===== src/rtl/accum_stream_pkg.sv =====
// Shared constants for the accumulator result streamer: FSM encodings,
// default frame length and skid FIFO depth.
package accum_stream_pkg;

    typedef logic [1:0] state_t;

    localparam state_t ST_IDLE   = 2'd0;
    localparam state_t ST_STREAM = 2'd1;
    localparam state_t ST_DRAIN  = 2'd2;

    localparam int unsigned NUMBER_OF_WORDS_DEFAULT = 1024;
    localparam int unsigned SKID_DEPTH              = 2;

endpackage


===== src/rtl/accum_result_streamer_if.sv =====
// AXI4-Stream bundle carrying result words out of the streamer.
interface accum_result_streamer_if #(
    parameter int unsigned DATA_WIDTH = 64
);
    logic                      TVALID;
    logic                      TREADY;
    logic [DATA_WIDTH-1:0]     TDATA;
    logic [DATA_WIDTH/8-1:0]   TSTRB;
    logic                      TLAST;

    modport master (output TVALID, output TDATA, output TSTRB, output TLAST, input TREADY);
    modport slave  (input TVALID, input TDATA, input TSTRB, input TLAST, output TREADY);
endinterface


===== src/rtl/result_skid_buffer.sv =====
// Two-entry FIFO that absorbs BRAM read data in flight while the stream stalls.
module result_skid_buffer
    import accum_stream_pkg::*;
#(
    parameter int unsigned WIDTH = 65
) (
    input  logic             clk_i,
    input  logic             rst_i,
    input  logic             push_i,
    input  logic             pop_i,
    input  logic [WIDTH-1:0] data_i,
    output logic [WIDTH-1:0] data_o,
    output logic [1:0]       occupancy_o
);
    logic [WIDTH-1:0] mem_q [SKID_DEPTH];
    logic             wr_ptr_q;
    logic             rd_ptr_q;
    logic [1:0]       count_q;
    logic             do_push;
    logic             do_pop;

    always_comb begin
        do_pop  = pop_i && (count_q != 2'd0);
        do_push = push_i && ((count_q != 2'(SKID_DEPTH)) || do_pop);
    end

    always_ff @(posedge clk_i) begin
        if (rst_i) begin
            for (int unsigned i = 0; i < SKID_DEPTH; i++) begin
                mem_q[i] <= '0;
            end
            wr_ptr_q <= 1'b0;
            rd_ptr_q <= 1'b0;
            count_q  <= '0;
        end else begin
            if (do_push) begin
                mem_q[wr_ptr_q] <= data_i;
                wr_ptr_q        <= ~wr_ptr_q;
            end
            if (do_pop) begin
                rd_ptr_q <= ~rd_ptr_q;
            end
            count_q <= count_q + 2'(do_push) - 2'(do_pop);
        end
    end

    assign data_o      = mem_q[rd_ptr_q];
    assign occupancy_o = count_q;
endmodule


===== src/rtl/accum_result_streamer.sv =====
// Streams one frame of result BRAM words out over AXI4-Stream per FRAME_READY,
// with a one-deep pending notification and a sticky overrun flag.
module accum_result_streamer
    import accum_stream_pkg::*;
#(
    parameter int unsigned BRAM_DEPTH          = 10,
    parameter int unsigned RES_BRAM_DATA_WIDTH = 64,
    parameter int unsigned NUMBER_OF_WORDS     = NUMBER_OF_WORDS_DEFAULT
) (
    input  logic                           M_AXIS_ACLK,
    input  logic                           M_AXIS_ARESET,
    input  logic                           FRAME_READY,
    output logic [BRAM_DEPTH-1:0]          RESULT_BRAM_ADDR_READ,
    output logic                           RESULT_BRAM_RENABLE,
    input  logic [RES_BRAM_DATA_WIDTH-1:0] RESULT_BRAM_DATAIN,
    accum_result_streamer_if.master        m_axis,
    output logic                           OVERRUN,
    output logic [15:0]                    FRAMES_SENT,
    output logic                           BUSY
);
    localparam logic [BRAM_DEPTH-1:0] LAST_ADDR = BRAM_DEPTH'(NUMBER_OF_WORDS - 1);

    state_t                    state_q, state_d;
    logic [BRAM_DEPTH-1:0]     rd_cnt_q, rd_cnt_d;
    logic [BRAM_DEPTH-1:0]     addr_q, addr_d;
    logic                      inflight_q, inflight_d;
    logic                      inflight_last_q, inflight_last_d;
    logic                      pending_q, pending_d;
    logic                      overrun_q, overrun_d;
    logic [15:0]               frames_q, frames_d;

    logic [RES_BRAM_DATA_WIDTH:0] fifo_dout;
    logic [1:0]                   occ;
    logic                         tvalid;
    logic                         pop;
    logic                         last_pop;
    logic                         issue;
    logic [2:0]                   load;

    always_comb begin
        tvalid   = (occ != 2'd0);
        pop      = tvalid && m_axis.TREADY;
        last_pop = pop && fifo_dout[RES_BRAM_DATA_WIDTH];
        // Count the word still in flight from last cycle so the FIFO can never overflow.
        load     = 3'(occ) + 3'(inflight_q) - 3'(pop);
        issue    = (state_q == ST_STREAM) && (load < 3'(SKID_DEPTH));

        state_d         = state_q;
        rd_cnt_d        = rd_cnt_q;
        addr_d          = addr_q;
        pending_d       = pending_q;
        overrun_d       = overrun_q;
        inflight_d      = issue;
        inflight_last_d = issue && (rd_cnt_q == LAST_ADDR);
        frames_d        = frames_q + 16'(last_pop);

        if (issue) begin
            addr_d   = rd_cnt_q;
            rd_cnt_d = rd_cnt_q + 1'b1;
        end

        case (state_q)
            ST_IDLE: begin
                if (FRAME_READY || pending_q) begin
                    state_d   = ST_STREAM;
                    rd_cnt_d  = '0;
                    pending_d = pending_q && FRAME_READY;
                end
            end
            ST_STREAM: begin
                if (issue && (rd_cnt_q == LAST_ADDR)) begin
                    state_d = ST_DRAIN;
                end
            end
            ST_DRAIN: begin
                if (last_pop) begin
                    state_d = ST_IDLE;
                end
            end
            default: state_d = ST_IDLE;
        endcase

        if ((state_q != ST_IDLE) && FRAME_READY) begin
            if (pending_q) begin
                overrun_d = 1'b1;
            end else begin
                pending_d = 1'b1;
            end
        end
    end

    always_ff @(posedge M_AXIS_ACLK) begin
        if (M_AXIS_ARESET) begin
            state_q         <= ST_IDLE;
            rd_cnt_q        <= '0;
            addr_q          <= '0;
            inflight_q      <= 1'b0;
            inflight_last_q <= 1'b0;
            pending_q       <= 1'b0;
            overrun_q       <= 1'b0;
            frames_q        <= '0;
        end else begin
            state_q         <= state_d;
            rd_cnt_q        <= rd_cnt_d;
            addr_q          <= addr_d;
            inflight_q      <= inflight_d;
            inflight_last_q <= inflight_last_d;
            pending_q       <= pending_d;
            overrun_q       <= overrun_d;
            frames_q        <= frames_d;
        end
    end

    result_skid_buffer #(
        .WIDTH(RES_BRAM_DATA_WIDTH + 1)
    ) u_skid (
        .clk_i       (M_AXIS_ACLK),
        .rst_i       (M_AXIS_ARESET),
        .push_i      (inflight_q),
        .pop_i       (pop),
        .data_i      ({inflight_last_q, RESULT_BRAM_DATAIN}),
        .data_o      (fifo_dout),
        .occupancy_o (occ)
    );

    assign RESULT_BRAM_RENABLE   = issue;
    assign RESULT_BRAM_ADDR_READ = issue ? rd_cnt_q : addr_q;

    assign m_axis.TVALID = tvalid;
    assign m_axis.TDATA  = fifo_dout[RES_BRAM_DATA_WIDTH-1:0];
    assign m_axis.TLAST  = fifo_dout[RES_BRAM_DATA_WIDTH];
    assign m_axis.TSTRB  = '1;

    assign OVERRUN     = overrun_q;
    assign FRAMES_SENT = frames_q;
    assign BUSY        = (state_q != ST_IDLE);
endmodule


===== src/flat_wrapper.sv =====
// flat-port wrapper written by rule: the top's interface ports become plain ports
module accum_result_streamer_flat import accum_stream_pkg::*;
#(
    parameter int unsigned BRAM_DEPTH          = 10,
    parameter int unsigned RES_BRAM_DATA_WIDTH = 64,
    parameter int unsigned NUMBER_OF_WORDS     = NUMBER_OF_WORDS_DEFAULT
)
  (M_AXIS_ACLK, M_AXIS_ARESET, FRAME_READY, RESULT_BRAM_ADDR_READ, RESULT_BRAM_RENABLE, RESULT_BRAM_DATAIN, OVERRUN, FRAMES_SENT, BUSY, m_axis_TVALID, m_axis_TDATA, m_axis_TSTRB, m_axis_TLAST, m_axis_TREADY);
  accum_result_streamer_if #(.DATA_WIDTH((64))) m_axis_i ();
  input  logic M_AXIS_ACLK;
  input  logic M_AXIS_ARESET;
  input  logic FRAME_READY;
  output logic [BRAM_DEPTH-1:0] RESULT_BRAM_ADDR_READ;
  output logic RESULT_BRAM_RENABLE;
  input  logic [RES_BRAM_DATA_WIDTH-1:0] RESULT_BRAM_DATAIN;
  output logic OVERRUN;
  output logic [15:0] FRAMES_SENT;
  output logic BUSY;
  output wire logic [$bits(m_axis_i.TVALID)-1:0] m_axis_TVALID;
  output wire logic [$bits(m_axis_i.TDATA)-1:0] m_axis_TDATA;
  output wire logic [$bits(m_axis_i.TSTRB)-1:0] m_axis_TSTRB;
  output wire logic [$bits(m_axis_i.TLAST)-1:0] m_axis_TLAST;
  input wire logic [$bits(m_axis_i.TREADY)-1:0] m_axis_TREADY;
  assign m_axis_TVALID = m_axis_i.TVALID;
  assign m_axis_TDATA = m_axis_i.TDATA;
  assign m_axis_TSTRB = m_axis_i.TSTRB;
  assign m_axis_TLAST = m_axis_i.TLAST;
  assign m_axis_i.TREADY = m_axis_TREADY;
  accum_result_streamer #(.BRAM_DEPTH(BRAM_DEPTH), .RES_BRAM_DATA_WIDTH(RES_BRAM_DATA_WIDTH), .NUMBER_OF_WORDS(NUMBER_OF_WORDS)) u_core (.M_AXIS_ACLK(M_AXIS_ACLK), .M_AXIS_ARESET(M_AXIS_ARESET), .FRAME_READY(FRAME_READY), .RESULT_BRAM_ADDR_READ(RESULT_BRAM_ADDR_READ), .RESULT_BRAM_RENABLE(RESULT_BRAM_RENABLE), .RESULT_BRAM_DATAIN(RESULT_BRAM_DATAIN), .m_axis(m_axis_i), .OVERRUN(OVERRUN), .FRAMES_SENT(FRAMES_SENT), .BUSY(BUSY));
endmodule

===== config.mk =====
export PLATFORM = sky130hd
export DESIGN_NAME = accum_result_streamer_flat
export DESIGN_NICKNAME = d
export VERILOG_FILES = /design/src/rtl/accum_stream_pkg.sv /design/src/rtl/accum_result_streamer_if.sv /design/src/rtl/result_skid_buffer.sv /design/src/rtl/accum_result_streamer.sv /design/src/flat_wrapper.sv
export SDC_FILE = /design/constraint.sdc
export NUM_CORES = 1
export LEC_CHECK = 0
export BUFFER_PORTS_ARGS = -buffer_cell sky130_fd_sc_hd__buf_2
export CORE_MARGIN = 1.5
export CORE_UTILIZATION = 49
export CTS_CLUSTER_DIAMETER = 40
export DETAILED_ROUTE_END_ITERATION = 8
export GPL_ROUTABILITY_DRIVEN = 0
export HOLD_SLACK_MARGIN = 0.1
export PLACE_DENSITY_LB_ADDON = 0.3
export SLEW_MARGIN = 20
export SYNTH_ARGS = -nofsm -noshare
export SYNTH_HDL_FRONTEND = slang
export SYNTH_SLANG_ARGS = --single-unit

===== constraint.sdc =====
create_clock -name M_AXIS_ACLK -period 4.7 [get_ports M_AXIS_ACLK]
set_clock_uncertainty 0.15 [all_clocks]
set_input_delay 0.47 -clock M_AXIS_ACLK [delete_from_list [all_inputs] [get_ports M_AXIS_ACLK]]
set_output_delay 0.47 -clock M_AXIS_ACLK [all_outputs]
set_load 0.02 [all_outputs]

### Word-level counts from Yosys, hierarchy flattened

Memories as Yosys holds them, arrays and structs flattened. A register that Yosys moved wholly into a read port is not among the register bits.
Cells that the tools add are included.
W data, S select, Z words.

| cells by class | value |
|---|---|
| $add $sub $neg | 6 |
| reductions and logical operators | 16 |
| bitwise logic cells | 2 |
| multiplexer cells | 22 |
| equality and inequality tests | 7 |
| $lt $le $gt $ge | 1 |

Operators with widths:

| kind | count |
|---|---|
| $mux W65 | 1 |
| $reduce_or A65 Y1 | 1 |
| $mux W10 | 4 |
| $add A16 B1 Y16 | 1 |
| $mux W1 | 13 |
| $add A10 B1 Y10 const B | 1 |
| $eq A10 B10 Y1 const B | 1 |
| $logic_and A1 B1 Y1 | 8 |
| $mux W2 | 3 |
| $ne A2 B1 Y1 const B | 3 |
| $pmux W2 S3 | 1 |
| $reduce_bool A2 Y1 | 2 |
| $add A2 B1 Y3 | 1 |
| $lt A3 B2 Y1 const B | 1 |
| $reduce_and A3 Y1 | 1 |
| $sub A3 B1 Y3 | 1 |
| $add A2 B1 Y2 | 1 |
| $eq A2 B1 Y1 const B | 1 |
| $eq A2 B2 Y1 const B | 1 |
| $logic_not A2 Y1 | 1 |
| $logic_or A1 B1 Y1 | 2 |
| $ne A2 B2 Y1 const B | 1 |
| $not A1 Y1 | 2 |
| $reduce_and A2 Y1 | 1 |
| $sub A2 B1 Y2 | 1 |

| storage, ports and cells | value |
|---|---|
| output and inout bits | 103 |
| word-level logic and storage cells | 66 |
| bits in registers | 46 |
| input port bits | 68 |
| memory bits (writable) | 130 |
| memories kept | 1 |

Memory list:

| name | words | bits a word | rd ports | clocked after Yosys merged registers in | wr ports | line | text |
|---|---|---|---|---|---|---|---|
| u_core.u_skid.mem_q | 2 | 65 | 1 | 1 | 2 | result_skid_buffer.sv:15 | `logic [WIDTH-1:0] mem_q [SKID_DEPTH];` |

### Longest topological paths before layout

Gate-level depths: netlist of run 1.

| logic depth | value |
|---|---|
| depth in word-level cells | 10 |
| gate-level depth with buffers | 11 |
| mapped depth without buffers | 9 |

### By module

Synthesis of run 1 repeated with hierarchy kept, for this count alone.

| unflattened totals | value |
|---|---|
| cell total of the unflattened synthesis | 573 |
| area, all modules | 7,818.7 µm² |

Modules (own cells, without submodules):

| module | sequential area each (µm²) | cells each | area an instance (µm²) | instances |
|---|---|---|---|---|
| result_skid_buffer | 4,003.8 | 371 | 5,869.4 | 1 |
| accum_result_streamer | 840.8 | 202 | 1,949.4 | 1 |

### Least setup slack after synthesis of run 1

Ideal clock, no wire load.

| timing | value |
|---|---|
| path kind | input -> register |
| start point | input m_axis_TREADY |
| end point | memory u_core.u_skid.mem_q[0][0] (enable) |
| data required time | 4.049 ns |
| arrival time | 3.709 ns |
| path slack | 0.340 ns |
| path buffers | 0 |
| setup time | 0.501 ns |
| cell stages on the path | 3 |
| path through | or3b_1 -> nand2_1 -> o21bai_1 |

RTL lines:

| what | line | text |
|---|---|---|
| from (decl) | flat_wrapper.sv:23 | `input wire logic [$bits(m_axis_i.TREADY)-1:0] m_axis_TREADY;` |
| to (decl) | result_skid_buffer.sv:15 |  |

### Worst setup path after layout of run 1

| timing | value |
|---|---|
| start point | register u_core.u_skid.count_q[1] (netlist: u_core.u_skid.occupancy_o[1]) |
| end point | output RESULT_BRAM_ADDR_READ[2] |

| on the way | value |
|---|---|
| cells in the longest elaborated chain, start to end | 6 |
| elaborated cells between the ends (all ways) | 7 |
| those cells by class | 2 x add/sub; 1 x order compare; 1 x mux; 3 x reduce/logical |

Ends and longest elaborated chain:

| what | line | text |
|---|---|---|
| from (decl) | result_skid_buffer.sv:18 | `logic [1:0] count_q;` |
| from (signal assigned) | result_skid_buffer.sv:43 | `count_q <= count_q + 2'(do_push) - 2'(do_pop);` |
| parallel branches: the longest is 2 deep, another holds $add A2 B1 Y3 | n/a |  |
| $sub A3 B1 Y3 * | accum_result_streamer.sv:45 | `load = 3'(occ) + 3'(inflight_q) - 3'(pop);` |
| $lt A3 B2 Y1 * | accum_result_streamer.sv:46 | `issue = (state_q == ST_STREAM) && (load < 3'(SKID_DEPTH));` |
| $logic_and A1 B1 Y1 * | accum_result_streamer.sv:46 |  |
| $mux W10 * | accum_result_streamer.sv:127 | `assign RESULT_BRAM_ADDR_READ = issue ? rd_cnt_q : addr_q;` |
| to (decl) | flat_wrapper.sv:13 | `output logic [BRAM_DEPTH-1:0] RESULT_BRAM_ADDR_READ;` |

Mark *: on every way between the ends.

==> results.sh, run 1 <==
export IMPL_ir_worst_vdd_v=0.000252
export IMPL_grt_max_degree=67
export IMPL_die_w_um=128
export IMPL_fillerInstances=1223
export IMPL_drt_iter0_markers=274
export IMPL_post_cts_resize_count=0
export IMPL_netlist_instances=574
export IMPL_final_max_slew_violation_count=0
export IMPL_detail_route_drc_violations=0
export IMPL_startpoint_of_the_worst_slack_reg_to_reg_timing_path="u_core.u_skid.occupancy_o[1]$_SDFF_PP0_"
export IMPL_postSynthAreaPerCell_sq_um=13.4
export IMPL_setup_viol=0
export IMPL_worst_setup_hold_path_clk_slew_ns=0.07
export IMPL_yosys_area_share_simple_pct=18.0
export IMPL_route_vias_total=4733
export IMPL_yosysUniqueCellTypes=46
export IMPL_report_final_hold_viol_count=0
export IMPL_hpwlAfterDp_mm=9.29
export IMPL_fp_coreArea_sq_mm=0.0153
export IMPL_largest_family_of_logic_cells_by_synthesized_area="simple AND/OR/NAND/NOR gates"
export IMPL_timing_slew_headroom_pct=35.5
export IMPL_cts_sinks=177
export IMPL_htree_num_levels=4
export IMPL_ys_seq_elements=177
export IMPL_preCtsSetupSlack_ns=1.02
export IMPL_timing_final_crit_share_pct=86.0
export IMPL_globalRoute_totalOverflow=0
export IMPL_die_area_sq_mm=0.0165
export IMPL_ports=171
export IMPL_critical_path_buf_inv_count=1
export IMPL_syn_area_sq_mm=0.00770
export IMPL_critical_path_arrival_ns=3.42
export IMPL_hold_path_startpoint="RESULT_BRAM_DATAIN[62]"
export IMPL_cts_hold_buffers_added=0
export IMPL_grt_setup_unrepaired="no"
export IMPL_worst_path_dominant_cell_family="simple AND/OR/NAND/NOR gates"
export IMPL_max_freq_mhz=247
export IMPL_fp_dieH_um=128
export IMPL_cp_max_delay_cell="or2_1"
export IMPL_postRouteWirelength_mm=14.8
export IMPL_synth_area_top_cells="edfxtp_1, dfxtp_1, and2_1"
export IMPL_grt_pass1_vias=4622
export IMPL_post_dr_vias_cell=4.97
export IMPL_post_synth_top_area_cell="edfxtp_1"
export IMPL_antenna_violations_before_repair=2
export IMPL_muxShareOfSynthArea_pct=11.1
export IMPL_cts_buffer_depth=2
export IMPL_cellPowerDensity_mw_per_mm2=478
export IMPL_synth_yosys_seq_area_share_pct=62.9
export IMPL_clock_latency_ns=0.43
export IMPL_classification_of_the_worst_setup_path="flop to primary output"
export IMPL_cp_slowest_stage_delay_ns=0.53
export IMPL_num_cts_buffers=17
export IMPL_timing_worst_slew_pin_value_ns=0.965
export IMPL_max_cap_viol_count=0
export IMPL_critPathRequiredTime_ns=4.08
export IMPL_path_cells="o21a_1, ha_1, nand2b_1, fa_1, xor2_2, or2_1, mux2_2, buf_2"
export IMPL_rows=45
export IMPL_dpl_cell_count=920
export IMPL_crit_path_start="u_core.u_skid.occupancy_o[1]$_SDFF_PP0_"
export IMPL_post_route_util_pct=60.3
export IMPL_critical_path_endpoint_type="primary output"
export IMPL_cp_max_fo=15
export IMPL_hp_class="input port to flop"
export IMPL_postCtsSetupRepairBufs=0
export IMPL_synthesized_area_fraction_occupied_by_ao_oa_aoi_and_oai_cells_pct=1.45
export IMPL_grt_pass1_wl_mm=22.6
export IMPL_total_leakage_power_nw=3.83
export IMPL_avgRoutedWirePerCell_um=15.5
export IMPL_port_buffer_count=162
export IMPL_critPathLaunchType="flop"
export IMPL_synth_fa_ha_area_share_pct=1.24
export IMPL_totalPowerFinal_w=0.00440
export IMPL_summed_negative_setup_slack_over_all_endpoints_ns=0
export IMPL_cts_root_buf="clkbuf_16"
export IMPL_layout_cells_sized_above_1_pct=37.7
export IMPL_finalWorstPathRequiredPeriod_ns=4.04
export IMPL_yosys_warnings=0
export IMPL_detail_route_antenna_nets=0
export IMPL_initial_core_util_pct=50.4
export IMPL_final_cell_count_no_fill=953
export IMPL_flow_area_growth_from_synthesis_pct=19.6
export IMPL_groute_usage_overall_pct=17.9
export IMPL_cts_tree="done"
export IMPL_fin_ws_ns=0.657
export IMPL_synth_top_area_share_pct=50.7
export IMPL_synth_xor_area_share_pct=2.60
export IMPL_status="finished clean"
export IMPL_nNetsFinal=803
export IMPL_drt_pass1_iter_count=4
[through the flow]
step	hold WS (ns)	cell area, sq um
after floorplan	0.313	7720
after global placement	0.297	8670
after detailed placement	0.323	8670
after CTS	0.153	9200
after global routing	0.162	9200
final	0.172	9200
[worst reg2reg max path: stages, from the launching register on]
cell and delay (ns):
dfxtp_1 0.48, o21a_1 0.26, ha_1 0.25, nand2b_1 0.15, fa_1 0.41, xor2_2 0.32
or2_1 0.53, mux2_2 0.42, nor2b_1 0.13
[metal layers]
metal,GRT usage [%],vias to the layer above,routed length (um)
li1,-,2302,-
met3,5.90,25,962
met2,29.7,134,7090
met1,21.5,2270,6400
met4,8.06,2,297
met5,0,-,16
[logic make-up after synthesis]
| group | Yosys count |
|---|---|
| multiplexers | 76 |
| buffers and inverters | 42 |
| flip-flops | 177 |
| adder cells (fa/ha/maj) | 7 |
| AND/OR/NAND/NOR | 231 |
| AO/OA/AOI/OAI | 18 |
| other | 1 |
| XOR/XNOR | 22 |
[worst paths after layout]
path / to / slack [ns] / cells after the start
setup / recovery: RESULT_BRAM_ADDR_READ[2] / 0.66 / 8
hold / removal: u_core.u_skid.mem_q[1][62]$_SDFFCE_PN0P_ / 0.17 / 2
setup reg to reg: u_core.addr_q[2]$_SDFF_PP0_ / 1.44 / 8
hold reg to reg: u_core.FRAMES_SENT[15]$_SDFF_PP0_ / 0.34 / 2
[power breakdown]
group	internal, W	leakage, nW	switching [W]
Sequential	0.00187	1.73	0.0000976
Combinational	0.000473	1.86	0.000673
Clock	0.000680	0.240	0.000608
[sequential cells by signal (all words and copies together), names as in the netlist, named ones only]
| name | flops |
|---|---|
| u_core.inflight_q | 1 |
| u_core.u_skid.occupancy_o | 2 |
| u_core.pending_q | 1 |
| u_core.u_skid.mem_q | 130 |
| u_core.u_skid.rd_ptr_q | 1 |
| u_core.inflight_last_q | 1 |
| u_core.OVERRUN | 1 |
| u_core.addr_q | 10 |
| u_core.FRAMES_SENT | 16 |
| u_core.u_skid.wr_ptr_q | 1 |
| u_core.state_q | 2 |
| u_core.rd_cnt_q | 10 |
[area by class of cell]
class / instances / area [sq um] / area share (%)
Sequential cell: 177 / 4850 / 52.7
Multi-Input combinational cell: 362 / 2700 / 29.3
Timing Repair Buffer: 167 / 848 / 9.22
Clock buffer: 18 / 429 / 4.66
Tap cell: 211 / 264 / 2.87
Clock inverter: 14 / 105 / 1.14
Inverter: 3 / 11.3 / 0.122
Antenna cell: 1 / 2.50 / 0.0272
[cell usage in the layout (no fill, tap or decap), types with 11 or more instances in the layout]
master     count
buf_2        162
and2_1       131
mux2_2        71
edfxtp_1     130
xnor2_1       14
nor2_1        29
nor2b_1       14
dfxtp_1       46
nand2_1       11
clkbuf_16     17
[cell usage after synthesis, drive strengths merged]
master,number
nand3b,1
o21ai,3
xor2,8
and4b,1
nor4,2
fa,1
o31ai,2
nand3,9
or4,2
xnor2,14
nor4b,4
a31oi,1
dfxtp,47
nor2b,14
buf,13
ha,6
and3,5
nand4,6
and2,131
o21bai,2
or3,2
mux2,76
edfxtp,130
a21oi,7
and4bb,1
or2,4
a21o,1
inv,3
or3b,2
o21a,1
conb,1
nor2,29
and4,2
o311a,1
clkbuf,26
nor3b,3
nor3,1
nand2,11
nand2b,1
Note: power is estimated with default switching activity, not from simulation.
==> inputs of run 2 (changes only) <==
Settings changed: CELL_PAD_IN_SITES_DETAIL_PLACEMENT from default to 0, CELL_PAD_IN_SITES_GLOBAL_PLACEMENT from default to 1, CORE_UTILIZATION 49 to 39.
==> run 2 against run 1 <==
Against the previous run: cell count increased by 5.7%; total power up 2.3%; via count stayed put; clock power rose by 6%; worst setup slack better by 0.037 ns; register-to-register slack better by 0.04 ns; critical path depth stayed put; design area is 1.4% higher; global-route usage decreased by 2.8 points; sequential power fell by 2%; first-iteration DRC count down 49%; largest power group unchanged; die area is 25% higher; highest routed layer unchanged.
==> results.sh, run 2 (synthesis gave the netlist of run 1 again) <==
export IMPL_antenna_violations_before_repair=1
export IMPL_layout_cells_most_common="buf_2"
export IMPL_post_route_util_pct=48.1
export IMPL_cp_slowest_stage_delay_ns=0.53
export IMPL_status="finished clean"
export IMPL_critical_path_endpoint_type="primary output"
export IMPL_report_final_hold_viol_count=0
export IMPL_timing_worst_slew_pin_value_ns=0.982
export IMPL_hp_class="input port to flop"
export IMPL_die_w_um=143
export IMPL_registers_top_by_ff_count="u_core.u_skid.mem_q"
export IMPL_grt_pass1_wl_mm=23.6
export IMPL_die_area_sq_mm=0.0206
export IMPL_switching_power_w=0.00139
export IMPL_cp_max_delay_cell="or2_1"
export IMPL_grt_max_degree=66
export IMPL_avgRoutedWirePerCell_um=15.3
export IMPL_post_cts_resize_count=0
export IMPL_placedInstanceArea_sq_mm=0.00873
export IMPL_globalRoute_totalOverflow=0
export IMPL_cts_hold_buffers_added=0
export IMPL_critical_path_buf_inv_count=1
export IMPL_timing_final_crit_share_pct=85.2
export IMPL_final_max_slew_violation_count=0
export IMPL_critPathRequiredTime_ns=4.08
export IMPL_rows=51
export IMPL_cp_max_fo=15
export IMPL_hpwlAfterDp_mm=9.64
export IMPL_num_cts_buffers=17
export IMPL_drt_pass1_iter_count=4
export IMPL_p_int_w=0.00311
export IMPL_layout_cells_sized_above_1_pct=37.9
export IMPL_grt_pass1_vias=4717
export IMPL_whs_ns=0.183
export IMPL_cts_sinks=177
export IMPL_classification_of_the_worst_setup_path="flop to primary output"
export IMPL_flow_area_growth_from_synthesis_pct=21.2
export IMPL_nNetsFinal=803
export IMPL_layout_cells_most_common_list="buf_2, and2_1, edfxtp_1, mux2_2, dfxtp_1"
export IMPL_clock_latency_ns=0.42
export IMPL_max_freq_mhz=250
export IMPL_summed_negative_setup_slack_over_all_endpoints_ns=0
export IMPL_cts_root_buf="clkbuf_16"
export IMPL_post_dr_vias_cell=4.70
export IMPL_postCtsSetupRepairBufs=0
export IMPL_max_cap_viol_count=0
export IMPL_fp_coreArea_sq_mm=0.0194
export IMPL_htree_num_levels=4
export IMPL_route_vias_total=4733
export IMPL_clock_power_share_pct=30.4
export IMPL_largest_reg_flops=130
export IMPL_timing_slew_headroom_pct=34.5
export IMPL_detail_route_antenna_nets=0
export IMPL_fp_dieH_um=143
export IMPL_ports=171
export IMPL_sw_frac_of_total_pct=30.9
export IMPL_detail_route_drc_violations=0
export IMPL_critPathLaunchType="flop"
export IMPL_total_leakage_power_nw=3.88
export IMPL_drt_iter0_markers=139
export IMPL_finalWorstPathRequiredPeriod_ns=4.01
export IMPL_groute_usage_overall_pct=15.2
export IMPL_worst_setup_hold_path_clk_slew_ns=0.07
export IMPL_postRouteWirelength_mm=15.4
export IMPL_initial_core_util_pct=39.7
export IMPL_worst_path_dominant_cell_family="simple AND/OR/NAND/NOR gates"
export IMPL_final_cell_area_sq_mm=0.00933
export IMPL_ir_worst_vdd_v=0.000261
export IMPL_power_sequential_fraction_pct=42.7
export IMPL_port_buffer_count=162
export IMPL_critical_path_arrival_ns=3.39
export IMPL_setup_viol=0
export IMPL_cts_buffer_depth=2
export IMPL_grt_setup_unrepaired="no"
export IMPL_cts_tree="done"
export IMPL_comb_power_share_pct=26.9
export IMPL_path_cells="o21a_1, ha_1, nand2b_1, fa_1, xor2_2, or2_1, mux2_2, buf_2"
export IMPL_cellPowerDensity_mw_per_mm2=482
[run 2: cell count changes in the layout (fill, tap and decap cells not counted), moves of 2 or more]
cell        previous run  this run
clkinv_4               0         4
inv_6                  5         3
inv_4                  0         2
clkinvlp_4             7         0
[run 2: final timing paths]
kind / startpoint / to / slack (ns) / depth (start not counted)
worst max-delay path: u_core.u_skid.occupancy_o[1]$_SDFF_PP0_ / RESULT_BRAM_ADDR_READ[3] / 0.69 / 8
worst min-delay path: RESULT_BRAM_DATAIN[58] / u_core.u_skid.mem_q[1][58]$_SDFFCE_PN0P_ / 0.18 / 2
worst max register to register: u_core.u_skid.occupancy_o[1]$_SDFF_PP0_ / u_core.addr_q[3]$_SDFF_PP0_ / 1.48 / 8
worst min register to register: u_core.OVERRUN$_SDFFE_PP0P_ / u_core.OVERRUN$_SDFFE_PP0P_ / 0.33 / 2
[run 2: routing by layer]
| metal | up-vias | GRT usage, % | part of all wire, % |
|---|---|---|---|
| met5 | - | 0 | 0.045 |
| met2 | 124 | 25.6 | 49 |
| met4 | 2 | 4.62 | 1.0 |
| met3 | 15 | 5.56 | 6.9 |
| met1 | 2285 | 18.0 | 43 |
| li1 | 2307 | - | - |
[run 2: power groups by stage]
stage	Combinational, W	Clock (W)	Sequential (W)
2_1_floorplan	0.000881	0	0.00195
3_3_place_gp	0.00120	0	0.00195
3_5_place_dp	0.00121	0	0.00196
4_1_cts	0.00122	0.00140	0.00193
5_1_grt	0.00131	0.00147	0.00194
6_report	0.00121	0.00137	0.00192
[run 2: cell type report]
| cell class | instances | area, sq um |
|---|---|---|
| flip-flops and latches | 177 | 4850 |
| inverters | 3 | 11.3 |
| multi-input cells | 362 | 2700 |
| well taps | 265 | 332 |
| repair buffers | 167 | 868 |
| fillers | 1827 | 10100 |
| clock inverters | 13 | 125 |
| clock buffers | 19 | 447 |
| diodes | 1 | 2.50 |
[run 2: stage by stage]
| stage | setup WS (ns) | std cells | total power (W) |
|---|---|---|---|
| after global placement | 1.09 | 973 | 0.00315 |
| after CTS | 0.635 | 1005 | 0.00455 |
| after global routing | 0.469 | 1006 | 0.00472 |
| final | 0.693 | 1007 | 0.00450 |
| after detailed placement | 1.01 | 973 | 0.00317 |
| after floorplan | 0.340 | 581 | 0.00283 |
